<file path="src/rtl/spi_bridge_pkg.sv">
// rtl/spi_bridge_pkg.sv - shared state encoding and protocol constants for the SPI register bridge
package spi_bridge_pkg;

    typedef enum logic [1:0] {
        IDLE = 2'd0,
        CMD  = 2'd1,
        RD   = 2'd2,
        WR   = 2'd3
    } state_t;

    // Command byte is {rw, addr}; rw occupies the MSB of the byte
    localparam int CMD_RW_BIT = 7;

    localparam logic [7:0] STATUS_BYTE_DEF = 8'hA5;

endpackage

</file>
<file path="src/rtl/cdc_sync_bit.sv">
// rtl/cdc_sync_bit.sv - multi-flop single-bit synchronizer into the local clock domain
module cdc_sync_bit #(
    parameter int SYNC_STAGES = 2
) (
    input  logic clk,
    input  logic rst,
    input  logic d,
    output logic q
);

    logic [SYNC_STAGES-1:0] chain;

    always_ff @(posedge clk) begin
        if (rst) begin
            chain <= '0;
        end else begin
            chain <= {chain[SYNC_STAGES-2:0], d};
        end
    end

    assign q = chain[SYNC_STAGES-1];

endmodule

</file>
<file path="src/rtl/spi_reg_bridge.sv">
// rtl/spi_reg_bridge.sv - decodes framed SPI commands into register bus reads/writes in m_clk
module spi_reg_bridge
    import spi_bridge_pkg::*;
#(
    parameter int               BYTE_W      = 8,
    parameter int               ADDR_W      = 7,
    parameter int               SYNC_STAGES = 2,
    parameter logic [BYTE_W-1:0] STATUS_BYTE = STATUS_BYTE_DEF
) (
    input  logic              m_clk,
    input  logic              rst,
    input  logic              csn_pad,
    input  logic              drdy,
    input  logic [BYTE_W-1:0] d_recieved,
    output logic [BYTE_W-1:0] d_to_send,
    output logic [ADDR_W-1:0] bus_addr,
    output logic [BYTE_W-1:0] bus_wdata,
    output logic              bus_we,
    output logic              bus_re,
    input  logic [BYTE_W-1:0] bus_rdata,
    output logic              frame_active
);

    logic              csn_s;
    logic              drdy_s;
    logic              drdy_q;
    logic              byte_evt;
    state_t            state_q;
    state_t            state_next;
    logic              armed;
    logic [ADDR_W-1:0] ptr;
    logic              rd_pend;
    logic              issue_re;
    logic              issue_we;
    logic              load_ptr;
    logic              arm_clr;
    logic              rd_capture;
    logic [ADDR_W-1:0] cmd_addr;

    cdc_sync_bit #(.SYNC_STAGES(SYNC_STAGES)) u_sync_csn (
        .clk (m_clk),
        .rst (rst),
        .d   (csn_pad),
        .q   (csn_s)
    );

    cdc_sync_bit #(.SYNC_STAGES(SYNC_STAGES)) u_sync_drdy (
        .clk (m_clk),
        .rst (rst),
        .d   (drdy),
        .q   (drdy_s)
    );

    // d_recieved is held stable long after drdy, so it is sampled directly on byte_evt
    assign byte_evt   = drdy_s & ~drdy_q;
    assign cmd_addr   = d_recieved[ADDR_W-1:0];
    assign rd_capture = rd_pend && (state_q == RD);

    always_ff @(posedge m_clk) begin
        if (rst) begin
            state_q <= IDLE;
        end else begin
            state_q <= state_next;
        end
    end

    always_comb begin
        state_next = state_q;
        issue_re   = 1'b0;
        issue_we   = 1'b0;
        load_ptr   = 1'b0;
        arm_clr    = 1'b0;
        case (state_q)
            IDLE: begin
                if (!csn_s && armed) begin
                    state_next = CMD;
                    arm_clr    = 1'b1;
                end
            end
            CMD: begin
                if (byte_evt) begin
                    load_ptr = 1'b1;
                    if (d_recieved[CMD_RW_BIT]) begin
                        state_next = RD;
                        issue_re   = 1'b1;
                    end else begin
                        state_next = WR;
                    end
                end
            end
            RD: begin
                if (byte_evt) begin
                    issue_re = 1'b1;
                end
            end
            WR: begin
                if (byte_evt) begin
                    issue_we = 1'b1;
                end
            end
            default: state_next = IDLE;
        endcase
        // A byte completing alongside CS rise is still issued above; the frame then closes
        if (csn_s && (state_q != IDLE)) begin
            state_next = IDLE;
        end
    end

    always_ff @(posedge m_clk) begin
        if (rst) begin
            drdy_q    <= 1'b0;
            armed     <= 1'b0;
            ptr       <= '0;
            rd_pend   <= 1'b0;
            bus_we    <= 1'b0;
            bus_re    <= 1'b0;
            bus_addr  <= '0;
            bus_wdata <= '0;
            d_to_send <= STATUS_BYTE;
        end else begin
            drdy_q  <= drdy_s;
            bus_we  <= issue_we;
            bus_re  <= issue_re;
            rd_pend <= bus_re;

            if (csn_s) begin
                armed <= 1'b1;
            end else if (arm_clr) begin
                armed <= 1'b0;
            end

            if (load_ptr) begin
                ptr <= cmd_addr;
            end else if (issue_we || rd_capture) begin
                ptr <= ptr + 1'b1;
            end

            if (issue_re) begin
                bus_addr <= load_ptr ? cmd_addr : ptr;
            end else if (issue_we) begin
                bus_addr  <= ptr;
                bus_wdata <= d_recieved;
            end

            if ((state_q == IDLE) || (state_next == IDLE)) begin
                d_to_send <= STATUS_BYTE;
            end else if (rd_capture) begin
                d_to_send <= bus_rdata;
            end
        end
    end

    assign frame_active = (state_q != IDLE);

endmodule
</file>
<file path="config.mk">
export PLATFORM = sky130hd
export DESIGN_NAME = spi_reg_bridge
export DESIGN_NICKNAME = d
export VERILOG_FILES = /design/src/rtl/spi_bridge_pkg.sv /design/src/rtl/cdc_sync_bit.sv /design/src/rtl/spi_reg_bridge.sv
export SDC_FILE = /design/constraint.sdc
export NUM_CORES = 1
export LEC_CHECK = 0
export CORE_MARGIN = 10
export CORE_UTILIZATION = 49
export CTS_CLUSTER_DIAMETER = 100
export CTS_CLUSTER_SIZE = 28
export DETAILED_ROUTE_END_ITERATION = 8
export PLACE_DENSITY_LB_ADDON = 0.2
export RECOVER_POWER = 100
export SETUP_SLACK_MARGIN = 0.4
export SLEW_MARGIN = 20
export SYNTH_ARGS = -nofsm -noshare
export SYNTH_HDL_FRONTEND = slang
export SYNTH_SLANG_ARGS = --single-unit
</file>
<file path="constraint.sdc">
create_clock -name m_clk -period 2.3 [get_ports m_clk]
set_input_delay 0.345 -clock m_clk [delete_from_list [all_inputs] [get_ports m_clk]]
set_output_delay 0.345 -clock m_clk [all_outputs]
set_load 0.005 [all_outputs]
</file>
* After elaboration in Yosys (flattened, before gate mapping)
Cells that the tools add are included.
W data, S select, Z words.
** Cells by class
- Add/subtract/negate cells :: 1
- Equality and inequality tests :: 3
- Muxes and demuxes :: 20
- Bitwise logic cells :: 3
- Reductions and logical operators :: 14
** Operators by type and width (number)
- $mux W7 :: 5
- $mux W1 :: 10
- $reduce_bool A2 Y1 :: 4
- $add A7 B1 Y7 const B :: 1
- $mux W2 :: 3
- $eq A2 B2 Y1 const B :: 2
- $logic_not A2 Y1 :: 2
- $pmux W2 S2 :: 1
- $logic_and A1 B1 Y1 :: 3
- $eq A2 B1 Y1 const B :: 1
- $logic_or A1 B1 Y1 :: 2
- $not A1 Y1 :: 2
- $pmux W1 S2 :: 1
- $reduce_and A2 Y1 :: 1
- $reduce_or A2 Y1 :: 1
- $and A1 B1 Y1 :: 1
- $logic_not A1 Y1 :: 1
** Word-level totals
- Flip-flop bits (word level) :: 41

* Logic depth before layout (Yosys ltp)
Gate-level depths: netlist of the first run.
- Depth in word-level cells :: 8
- Depth in mapped cells :: 8

* By module
From an unflattened synthesis of the first run, not the netlist that was laid out.
** Unflattened totals
- Cells, all modules :: 182
- Area total of the unflattened synthesis :: 1706.6 µm²
** Modules (own cells, without submodules)
- spi_reg_bridge :: times used 1, cells each 174, area each 1601.5 µm²
- cdc_sync_bit :: times used 2, cells each 4, area each 52.6 µm²

* Least setup slack after synthesis of the first run
Ideal clock, no wire load.
- Kind :: register -> register
- Start point :: register state_q[0]
- End point :: register ptr[2]
- Data arrival time :: 1.513 ns
- Required time :: 2.166 ns
- Slack :: 0.653 ns
- Cell stages (with the launch flop) :: 9
- Period minus slack after synthesis :: 1.647 ns
- Path through :: dfxtp_1 inv_1 ha_1 and2_1 buf_6 buf_12 o21ai_2 xor2_1 a211oi_2
** Between the ends
- Cells in the longest elaborated chain, start to end :: 4
- Elaborated cells between the ends (all ways) :: 9
** RTL lines
- start: declaration :: RTL line spi_reg_bridge.sv:28 : state_t state_q;
- start signal: assignment :: RTL line spi_reg_bridge.sv:63 : state_q <= state_next;
- $eq A2 B2 Y1, on equally long branches :: RTL line spi_reg_bridge.sv:73, spi_reg_bridge.sv:57
- $mux W1 or $logic_and A1 B1 Y1 (tied branches) :: RTL line spi_reg_bridge.sv:73, spi_reg_bridge.sv:57
- $logic_or A1 B1 Y1 :: RTL line spi_reg_bridge.sv:134 : end else if (issue_we || rd_capture) begin
- $reduce_bool A2 Y1 (no source line)
- end signal: assignment :: RTL line spi_reg_bridge.sv:133 : ptr <= cmd_addr;
- end signal: assignment :: RTL line spi_reg_bridge.sv:135 : ptr <= ptr + 1'b1;
- end: declaration :: RTL line spi_reg_bridge.sv:31 : logic [ADDR_W-1:0] ptr;
Several ways; a longest one is shown, not always the timed one.
A chain may end at the register's enable or synchronous reset.

* Worst setup path in the final report of the first run
- Start point :: input port rst
- End point :: register ptr[2]
** RTL lines
- start: declaration :: RTL line spi_reg_bridge.sv:11 : input logic rst,
No word-level cell between the ends.

==> run_results.csv, run 1 <==
group,metric,value,unit
floorplan,fp.dieH,82.3,um
power,p_per_area,503,nW/um^2
power,vdd_ir_drop_max,0.383,mV
synth,synth_area,1900,sq um
finish,drive_gt1_frac,0.0921,
placed_design,placement.cell_area,2370,sq um
synth,synth.ff_latch_count,41,
grt,via_count_of_the_first_global_routing_pass,1491,
drt,vias,1576,
worst_hold_path,min_path_type,"reg2reg",
sta,final_max_slew_viol_count,0,
sta,clock-skew-final,0.00607,ns
synth,async_reset_ff_frac,0,
synth,post_synth.cell_area_avg,10.0,sq um
job,max_capacitance_violation_count,0,
finish,synthToLayoutAreaGrowth,28.4,%
synth,yosysUniqueCellTypes,44,
sta,report.final.hold_viol_count,0,
floorplan,initial_utilization,0.512,
synth,synth-main-ff-cell,"sky130_fd_sc_hd__dfxtp_1",
synth,synth_top_family_by_area,"compound AO/OA/AOI/OAI gates",
setup_path,timing.critical_path.fanout_max,22,
power,power_report.internal_total,0.965,mW
sta,setup-tns-final,0,ns
synth,synthTopCellsByArea,"sky130_fd_sc_hd__dfxtp_1 43%, sky130_fd_sc_hd__mux2i_1 8.9%, sky130_fd_sc_hd__nor2b_1 4.9%",
sta,max_slew_headroom,0.387,
clock_network,cts.reportedPaths.clkPinSlew,0.07,ns
sta,finalSetupViolations,0,
finish,final_core_utilization,0.657,
floorplan,floorplan.die_area,6770,sq um
placed_design,detailedPlacementHpwl,3.30,mm
floorplan,die_x,82.3,um
floorplan,core,3720,sq um
finish,multi_input_gate_area,973,sq um
clock_network,hold_bufs_at_cts,0,
synth,warnings_synthesis,0,
synth,postSynthCellCount,190,
synth,parity_gate_share_of_the_synthesized_area_counting_xor_and_xnor_cells,0.0230,
synth,number_of_synthesized_flops_with_an_enable_pin,0,
finish,finalInstanceArea,2440,sq um
grt,grt_max_degree,23,
grt,antenna_violations_before_repair,0,
setup_path,setup.worst_path.end_class,"flop",
sta,layout_min_cycle_time,1.93,ns
power,total_switching_power,0.263,mW
clock_network,cts-htree-levels,2,
power,post-layout-total-power,1.23,mW
finish,filler_instances,355,
synth,synth-seq-area-share,0.432,
synth,synth_simple_gate_area_share,0.180,
drt,avgRoutedWirePerCell,15.2,um
grt,first_pass_grt_wire_length,7.11,mm
placed_design,finalWeightedCongestion,0.834,
setup_path,crit_required,2.45,ns
grt,global_route.usage.total,0.135,
sta,maximum_clock_frequency,518,MHz
drt,detail_route.wirelength,4.36,mm
drt,first_iter_violations,138,
setup_path,worst-setup-path-type,"in2reg",
sta,final_min_period_over_clock_period,0.839,
clock_network,numClockSinks,41,
finish,number_of_nets_at_the_end_of_the_flow,263,
drt,final_antenna_net_count,0,
drt,drc,0,
synth,syn-num-nets,215,
power,switching_share,0.214,
clock_network,clkLatencyLatePin,0.29,ns
power,combPwrFrac,0.053,
synth,synthDominantCellAreaShare,0.432,
synth,post_synth_fa_ha_maj_area_fraction,0.0329,
power,leakage_power,0.895,nW
clock_network,numCtsBuffers,5,
clock_network,max-clock-path-buffers,2,
drt,via_per_inst,5.49,
drt,drt_first_pass_iters,4,
sta,tightest_slew,0.920,ns
floorplan,ios,46,
sta,grt_setup_unrepaired,"false",
sta,worst_case_setup_margin_in_the_final_layout,0.370,ns
placed_design,io_buffer_count,45,
floorplan,placementRows,22,
setup_path,worst-endpoint-arrival,2.07,ns
finish,regArea,828,sq um
synth,synth.largest_area_cell,"sky130_fd_sc_hd__dfxtp_1",
setup_path,setup_crit_start_kind,"primary input",
power,power_frac_seq,0.582,
clock_network,cts.root.buffer_cell,"sky130_fd_sc_hd__clkbuf_8",
placed_design,post-place-ws,0.410,ns
synth,synthMuxAreaShare,0.0895,
finish,insertedDiodeCount,0,
grt,globalRouteOverflowTotal,0,
status,run_status,"complete, no violations",
power,power.share.clock,0.365,
clock_network,tritoncts,"done",
synth,synth_compound_gate_area_share,0.194,
[sequential cells by signal, indices dropped and copies added (netlist names)]
register,cells
armed,1
bus_addr,7
bus_re,1
bus_wdata,8
bus_we,1
d_to_send,8
drdy_q,1
ptr,7
rd_pend,1
state_q,2
u_sync_csn.chain,2
u_sync_drdy.chain,2
[layout by cell type (no fill, tap or decap), drive strengths merged, types with 2 or more instances in the layout]
| master | count |
|---|---|
| mux2i | 17 |
| a21oi | 7 |
| and3 | 3 |
| nand3 | 6 |
| nor2 | 20 |
| clkbuf | 11 |
| a21o | 2 |
| and3b | 2 |
| xor2 | 5 |
| inv | 6 |
| o2111ai | 4 |
| ha | 5 |
| o21ai | 9 |
| nor3 | 2 |
| dfxtp | 41 |
| nand2 | 7 |
| nor2b | 15 |
| dlygate4sd3 | 27 |
| a311oi | 6 |
| clkdlybuf4s50 | 18 |
| nor4 | 4 |
| buf | 2 |
| a211oi | 6 |
| nand3b | 3 |
| a31oi | 2 |
[layout make-up]
cell class | instances | share of cell area
clock buffers | 8 | 0.0328
inverters | 6 | 0.00922
multi-input cells | 134 | 0.399
flip-flops and latches | 41 | 0.339
well taps | 48 | 0.0246
repair buffers | 50 | 0.196
[through the flow]
step	hold WS, ns	cells
after CTS	0.446	287
after detailed placement	0.428	278
after global routing	0.471	287
final	0.440	287
after floorplan	0.414	190
after global placement	0.417	278
[critical path, cell delays in order]
cell and delay, ns:
sky130_fd_sc_hd__dlygate4sd3_1 0.52, sky130_fd_sc_hd__clkbuf_1 0.68, sky130_fd_sc_hd__clkbuf_2 0.43, sky130_fd_sc_hd__a211oi_1 0.09
[cell families after synthesis]
logic type / after synthesis
flops: 41
buf+inv: 15
simple gates: 64
compound gates: 43
xor+xnor: 5
mux: 17
fa+ha+maj: 5
[worst paths after layout]
path                                        start                         endpoint  slack, ns  cells after the start
setup reg to reg            state_q[1]$_SDFF_PP0_         bus_addr[6]$_SDFFE_PP0P_       0.41                      6
hold / removal    u_sync_drdy.chain[0]$_SDFF_PP0_  u_sync_drdy.chain[1]$_SDFF_PP0_       0.44                      1
hold reg to reg   u_sync_drdy.chain[0]$_SDFF_PP0_  u_sync_drdy.chain[1]$_SDFF_PP0_       0.44                      1
setup / recovery                              rst              ptr[2]$_SDFFE_PP0P_       0.37                      4
[per-layer routing]
layer | track usage | wire [um] | vias up
met5 | 0 | 0 | -
met4 | 0.0510 | 46 | 0
met3 | 0.0594 | 445 | 4
met2 | 0.197 | 1850 | 54
met1 | 0.172 | 2020 | 734
li1 | - | - | 784
[cells in the mapped netlist (3+ instances only)]
library cell                 n
sky130_fd_sc_hd__xor2_1      5
sky130_fd_sc_hd__nand3_1     6
sky130_fd_sc_hd__dfxtp_1    41
sky130_fd_sc_hd__a21oi_1     6
sky130_fd_sc_hd__and3_1      3
sky130_fd_sc_hd__a211oi_1    4
sky130_fd_sc_hd__nand2_1     7
sky130_fd_sc_hd__a311oi_1    6
sky130_fd_sc_hd__nor4_1      4
sky130_fd_sc_hd__inv_1       5
sky130_fd_sc_hd__o21ai_0     7
sky130_fd_sc_hd__o2111ai_2   3
sky130_fd_sc_hd__nor2_1     19
sky130_fd_sc_hd__ha_1        5
sky130_fd_sc_hd__mux2i_1    17
sky130_fd_sc_hd__nor2b_1    15
[power groups by stage]
stage / sequential (mW) / combinational [mW] / clock, mW
floorplan: 0.733 / 0.0233 / 0
global placement: 0.733 / 0.0676 / 0
detailed placement: 0.734 / 0.0678 / 0
CTS: 0.715 / 0.0684 / 0.458
global route: 0.715 / 0.0708 / 0.496
finish: 0.715 / 0.0653 / 0.448
[timing repair]
item	in CTS	in global routing
resized for setup	6	3
setup endpoints to repair	1	13
pin swaps	1	0
buffers inserted	1	0
Note: power is estimated with default switching activity, not from simulation.
==> run 2: changes to the inputs <==
==> constraint.sdc (replaced) <==
create_clock -name m_clk -period 1.8 [get_ports m_clk]
set_input_delay 0.27 -clock m_clk [delete_from_list [all_inputs] [get_ports m_clk]]
set_output_delay 0.27 -clock m_clk [all_outputs]
set_load 0.005 [all_outputs]
==> run 2 against run 1 <==
Critical path depth increased by 3. Largest power group unchanged. Sequential power grew 28%. Critical path type is now reg2reg. Die area unchanged. Register-to-register slack worse by 0.39 ns. Count of clock-buffer cells in the layout down 2. Hold slack improved by 0.0071 ns. Global-route usage is 1.8 points higher. Sequential share of layout area fell by 5.9 points. Utilization grew 14 points.
==> run_results.csv, run 2 (synthesized netlist as in run 1, its figures left out) <==
group,metric,value,unit
status,run_status,"complete, no violations",
finish,mostFrequentLayoutCells,"39 x sky130_fd_sc_hd__dfxtp_1, 24 x sky130_fd_sc_hd__dlygate4sd2_1, 19 x sky130_fd_sc_hd__nor2_1",
setup_path,worst_path_dominant_cell_family,"flip-flops",
floorplan,core,3720,sq um
drt,drc,0,
floorplan,floorplan.die_area,6770,sq um
grt,antenna_violations_before_repair,0,
drt,first_iter_violations,202,
clock_network,max-clock-path-buffers,2,
sta,tightest_slew,0.408,ns
floorplan,ios,46,
finish,mostFrequentLayoutCell,"sky130_fd_sc_hd__dfxtp_1",
setup_path,worst_path_most_repeated_cell,"sky130_fd_sc_hd__buf_6",
worst_hold_path,min_path_type,"reg2reg",
grt,via_count_of_the_first_global_routing_pass,1644,
power,p_per_area,535,nW/um^2
placed_design,finalWeightedCongestion,0.811,
drt,avgRoutedWirePerCell,19.7,um
drt,vias,1809,
sta,layout_min_cycle_time,1.78,ns
setup_path,worst-path-buf-inv,2,
clock_network,tritoncts,"done",
job,max_capacitance_violation_count,0,
sta,final.hold.worst_slack,0.447,ns
sta,grt_setup_unrepaired,"true",
finish,synthToLayoutAreaGrowth,55.6,%
clock_network,cts-htree-levels,2,
finish,reg_top3,"bus_wdata x8, d_to_send x8",
sta,final_min_period_over_clock_period,0.990,
grt,first_pass_grt_wire_length,8.20,mm
setup_path,worst-endpoint-arrival,1.98,ns
floorplan,placementRows,22,
setup_path,slowest_delay,0.39,ns
setup_path,setup_crit_start_kind,"flop",
setup_path,worst-setup-path-type,"reg2reg",
floorplan,initial_utilization,0.512,
power,leakage_power,1.16,nW
setup_path,setup.worst_path.end_class,"flop",
sta,final_max_slew_viol_count,0,
setup_path,critPathSlowestCell,"sky130_fd_sc_hd__dfxtp_4",
finish,number_of_nets_at_the_end_of_the_flow,284,
placed_design,io_buffer_count,45,
sta,finalSetupViolations,0,
finish,insertedDiodeCount,0,
sta,clock-skew-final,0.0146,ns
drt,final_antenna_net_count,0,
grt,grt_max_degree,37,
sta,report.final.hold_viol_count,0,
finish,filler_instances,231,
sta,maximum_clock_frequency,561,MHz
clock_network,cts.reportedPaths.clkPinSlew,0.08,ns
finish,multi_input_gate_area,1280,sq um
clock_network,hold_bufs_at_cts,0,
floorplan,die_x,82.3,um
finish,regArea,828,sq um
grt,globalRouteOverflowTotal,0,
clock_network,cts.root.buffer_cell,"sky130_fd_sc_hd__clkbuf_8",
clock_network,numCtsBuffers,5,
setup_path,crit_required,1.99,ns
sta,setup-tns-final,0,ns
power,vdd_ir_drop_max,0.480,mV
clock_network,numClockSinks,41,
drt,drt_first_pass_iters,5,
placed_design,detailedPlacementHpwl,3.48,mm
floorplan,fp.dieH,82.3,um
setup_path,sequence_of_cells_on_the_critical_path,"buf_6 > ha_4 > and3b_2 > buf_6 > o2111ai_4 > xor2_1 > a211oi_1",
drt,detail_route.wirelength,6.05,mm
drt,via_per_inst,5.89,
grt,global_route.usage.total,0.153,
sta,max_slew_headroom,0.727,
clock_network,clkLatencyLatePin,0.29,ns
setup_path,timing.critical_path.fanout_max,6,
finish,drive_gt1_frac,0.332,
## run 2: cell count changes in the layout (fill, tap and decap cells not counted), sizes merged
cell and change:
clkinv +1, dlygate4sd2 +24, dlygate4sd3 -26, buf +24
clkbuf -5, clkdlybuf4s25 +2
## run 2: metrics by stage
stage	area (sq um)	worst slack, ns	cells	util	total power, mW
CTS	2700	0.159	299	0.727	1.58
global placement	2450	0.0847	278	0.660	1.03
detailed placement	2450	0.0332	278	0.660	1.03
floorplan	1970	0.309	190	-	0.966
global route	2960	-0.0264	307	0.796	1.63
finish	2960	0.0180	307	0.796	1.58
## run 2: path summary, 6_finish.rpt
kind	cells past startpoint	start	endpoint	slack (ns)
worst max register to register	7	state_q[1]$_SDFF_PP0_	ptr[6]$_SDFFE_PP0P_	0.02
worst min-delay path	1	u_sync_drdy.chain[0]$_SDFF_PP0_	u_sync_drdy.chain[1]$_SDFF_PP0_	0.45
worst max-delay path	7	state_q[1]$_SDFF_PP0_	ptr[6]$_SDFFE_PP0P_	0.02
worst min register to register	1	u_sync_drdy.chain[0]$_SDFF_PP0_	u_sync_drdy.chain[1]$_SDFF_PP0_	0.45
## run 2: power by group
group / switching (mW) / total [mW] / internal [mW]
sequential: 0.00499 / 0.914 / 0.909
clock: 0.294 / 0.557 / 0.263
combinational: 0.0509 / 0.111 / 0.0602
## run 2: final cells by class
type                            instances  area share
Clock buffer                            6      0.0245
Clock inverter                          1     0.00169
Inverter                                6      0.0101
Multi-Input combinational cell        134       0.434
Sequential cell                        41       0.280
Tap cell                               48      0.0203
Timing Repair Buffer                   71       0.229
## run 2: per-layer routing
| metal | up-vias | track usage | part of all wire | wire (um) |
|---|---|---|---|---|
| met5 | - | 0 | 0 | 0 |
| met4 | 0 | 0.0595 | 0.032 | 194 |
| met3 | 26 | 0.0464 | 0.090 | 545 |
| met2 | 100 | 0.251 | 0.48 | 2920 |
| met1 | 856 | 0.183 | 0.39 | 2390 |
| li1 | 827 | - | - | - |
## run 2: what timing repair did
action,4_1_cts,5_1_grt
setup endpoints to repair,55,33
setup buffers,14,8
pin swaps,19,18
gates resized for setup,43,39
==> run 3: changes to the inputs <==
--- a/config.mk
+++ b/config.mk
@@ -5,7 +5,7 @@
 export SDC_FILE = /design/constraint.sdc
 export NUM_CORES = 1
 export LEC_CHECK = 0
-export CORE_MARGIN = 10
+export CORE_MARGIN = 4
 export CORE_UTILIZATION = 49
 export CTS_CLUSTER_DIAMETER = 100
 export CTS_CLUSTER_SIZE = 28
==> run 3 against run 2 <==
Hold slack got worse by 0.0081 ns. Fmax increased by 6.4%. Global-route usage increased by 7.8 points. Largest power group unchanged. Power increased by 0.17%. Critical endpoint is now ptr[2]$_SDFFE_PP0P_.
==> run_results.csv, run 3 (synthesized netlist as in run 1, its figures left out) <==
group,metric,value,unit
floorplan,ios,46,
setup_path,critPathSlowestCell,"sky130_fd_sc_hd__dfxtp_4",
finish,number_of_nets_at_the_end_of_the_flow,283,
clock_network,tritoncts,"done",
setup_path,setup.worst_path.end_class,"flop",
drt,first_iter_violations,127,
sta,max_slew_headroom,0.724,
setup_path,timing.critical_path.fanout_max,7,
setup_path,setup_crit_start_kind,"flop",
grt,antenna_violations_before_repair,0,
sta,final.hold.worst_slack,0.439,ns
finish,insertedDiodeCount,0,
setup_path,slowest_delay,0.36,ns
clock_network,numClockSinks,41,
floorplan,placementRows,22,
finish,mostFrequentLayoutCell,"sky130_fd_sc_hd__dfxtp_1",
sta,grt_setup_unrepaired,"true",
setup_path,worst-setup-path-type,"reg2reg",
clock_network,cts-htree-levels,2,
finish,mostFrequentLayoutCells,"38 x sky130_fd_sc_hd__dfxtp_1, 19 x sky130_fd_sc_hd__nor2_1, 18 x sky130_fd_sc_hd__clkdlybuf4s50_1, 18 x sky130_fd_sc_hd__dlygate4sd2_1, 17 x sky130_fd_sc_hd__mux2i_1",
finish,drive_gt1_frac,0.290,
drt,vias,1760,
setup_path,worst-endpoint-arrival,1.85,ns
placed_design,post-place-ws,0.00222,ns
sta,layout_min_cycle_time,1.67,ns
sta,final_max_slew_viol_count,0,
setup_path,crit_required,1.98,ns
clock_network,max-clock-path-buffers,2,
grt,global_route.usage.total,0.231,
sta,finalSetupViolations,0,
grt,first_pass_grt_wire_length,8.88,mm
power,post-layout-total-power,1.59,mW
grt,globalRouteOverflowTotal,0,
drt,via_per_inst,5.73,
clock_network,clkLatencyLatePin,0.29,ns
status,run_status,"complete, no violations",
finish,reg_top3,"bus_wdata x8, d_to_send x8",
drt,drt_first_pass_iters,4,
clock_network,cts.root.buffer_cell,"sky130_fd_sc_hd__clkbuf_8",
placed_design,finalWeightedCongestion,0.854,
sta,worst_case_setup_margin_in_the_final_layout,0.125,ns
drt,drc,0,
sta,tightest_slew,0.412,ns
placed_design,detailedPlacementHpwl,3.19,mm
grt,grt_max_degree,37,
floorplan,initial_utilization,0.512,
floorplan,core,3720,sq um
drt,avgRoutedWirePerCell,18.9,um
power,leakage_power,1.22,nW
clock_network,hold_bufs_at_cts,0,
drt,final_antenna_net_count,0,
grt,via_count_of_the_first_global_routing_pass,1792,
job,max_capacitance_violation_count,0,
finish,filler_instances,252,
setup_path,sequence_of_cells_on_the_critical_path,"buf_6 > ha_4 > and2_2 > buf_4 > o21ai_2 > xor2_1 > a211oi_2",
floorplan,floorplan.die_area,4940,sq um
worst_hold_path,min_path_type,"reg2reg",
floorplan,fp.dieH,70.3,um
placed_design,io_buffer_count,45,
clock_network,numCtsBuffers,5,
setup_path,rrSetupSlack,0.13,ns
sta,clock-skew-final,0.00649,ns
sta,maximum_clock_frequency,597,MHz
finish,synthToLayoutAreaGrowth,51.8,%
sta,final_min_period_over_clock_period,0.930,
clock_network,cts.reportedPaths.clkPinSlew,0.08,ns
power,vdd_ir_drop_max,0.430,mV
sta,report.final.hold_viol_count,0,
sta,setup-tns-final,0,ns
floorplan,die_x,70.3,um
power,p_per_area,549,nW/um^2
drt,detail_route.wirelength,5.80,mm
-- run 3: worst max-delay path: cells and delay by family, from the launching register on --
kind	cells	cell delay [ns]
flip-flops	1	0.36
AND/OR/NAND/NOR	1	0.27
XOR/XNOR	1	0.22
buffers and inverters	2	0.29
AO/OA/AOI/OAI	2	0.23
adder cells (fa/ha/maj)	1	0.18
-- run 3: where the power goes --
part	total [mW]	internal [mW]	switching [mW]
logic	0.106	0.0580	0.0479
registers	0.914	0.909	0.00501
clock network	0.565	0.261	0.304
-- run 3: area by class of cell --
class | instances | area [sq um] | share of cell area
clock buffer | 5 | 68.8 | 0.0238
clock inverter | 3 | 12.5 | 0.00433
inverter | 6 | 35.0 | 0.0121
multi-input combinational | 134 | 1190 | 0.413
sequential | 41 | 830 | 0.287
tap | 48 | 60.1 | 0.0208
timing repair buffer | 70 | 688 | 0.238
-- run 3: final timing paths --
check                            startpoint                             end  cells past startpoint
max                   state_q[1]$_SDFF_PP0_             ptr[2]$_SDFFE_PP0P_                      7
min          u_sync_csn.chain[0]$_SDFF_PP0_  u_sync_csn.chain[1]$_SDFF_PP0_                      1
max reg2reg           state_q[1]$_SDFF_PP0_             ptr[2]$_SDFFE_PP0P_                      7
min reg2reg  u_sync_csn.chain[0]$_SDFF_PP0_  u_sync_csn.chain[1]$_SDFF_PP0_                      1
-- run 3: what timing repair did --
action,4_1_cts,5_1_grt
endpoints found under the setup margin,53,41
hold endpoints to repair,0,0
setup buffers,16,5
gates resized for setup,57,27
pin swaps,15,9
-- run 3: routing by layer --
layer	part of all wire	vias to the layer above	global-route usage
met4	0.033	0	0.151
met3	0.073	18	0.0547
met5	0	-	0
li1	-	821	-
met2	0.52	86	0.381
met1	0.38	835	0.263
-- run 3: stage by stage --
| step | area (sq um) | cells | util |
|---|---|---|---|
| 6_report | 2890 | 307 | 0.777 |
| 5_1_grt | 2890 | 307 | 0.777 |
| 4_1_cts | 2850 | 302 | 0.767 |
| 3_5_place_dp | 2450 | 278 | 0.660 |
| 3_3_place_gp | 2450 | 278 | 0.660 |
| 2_1_floorplan | 1970 | 190 | - |
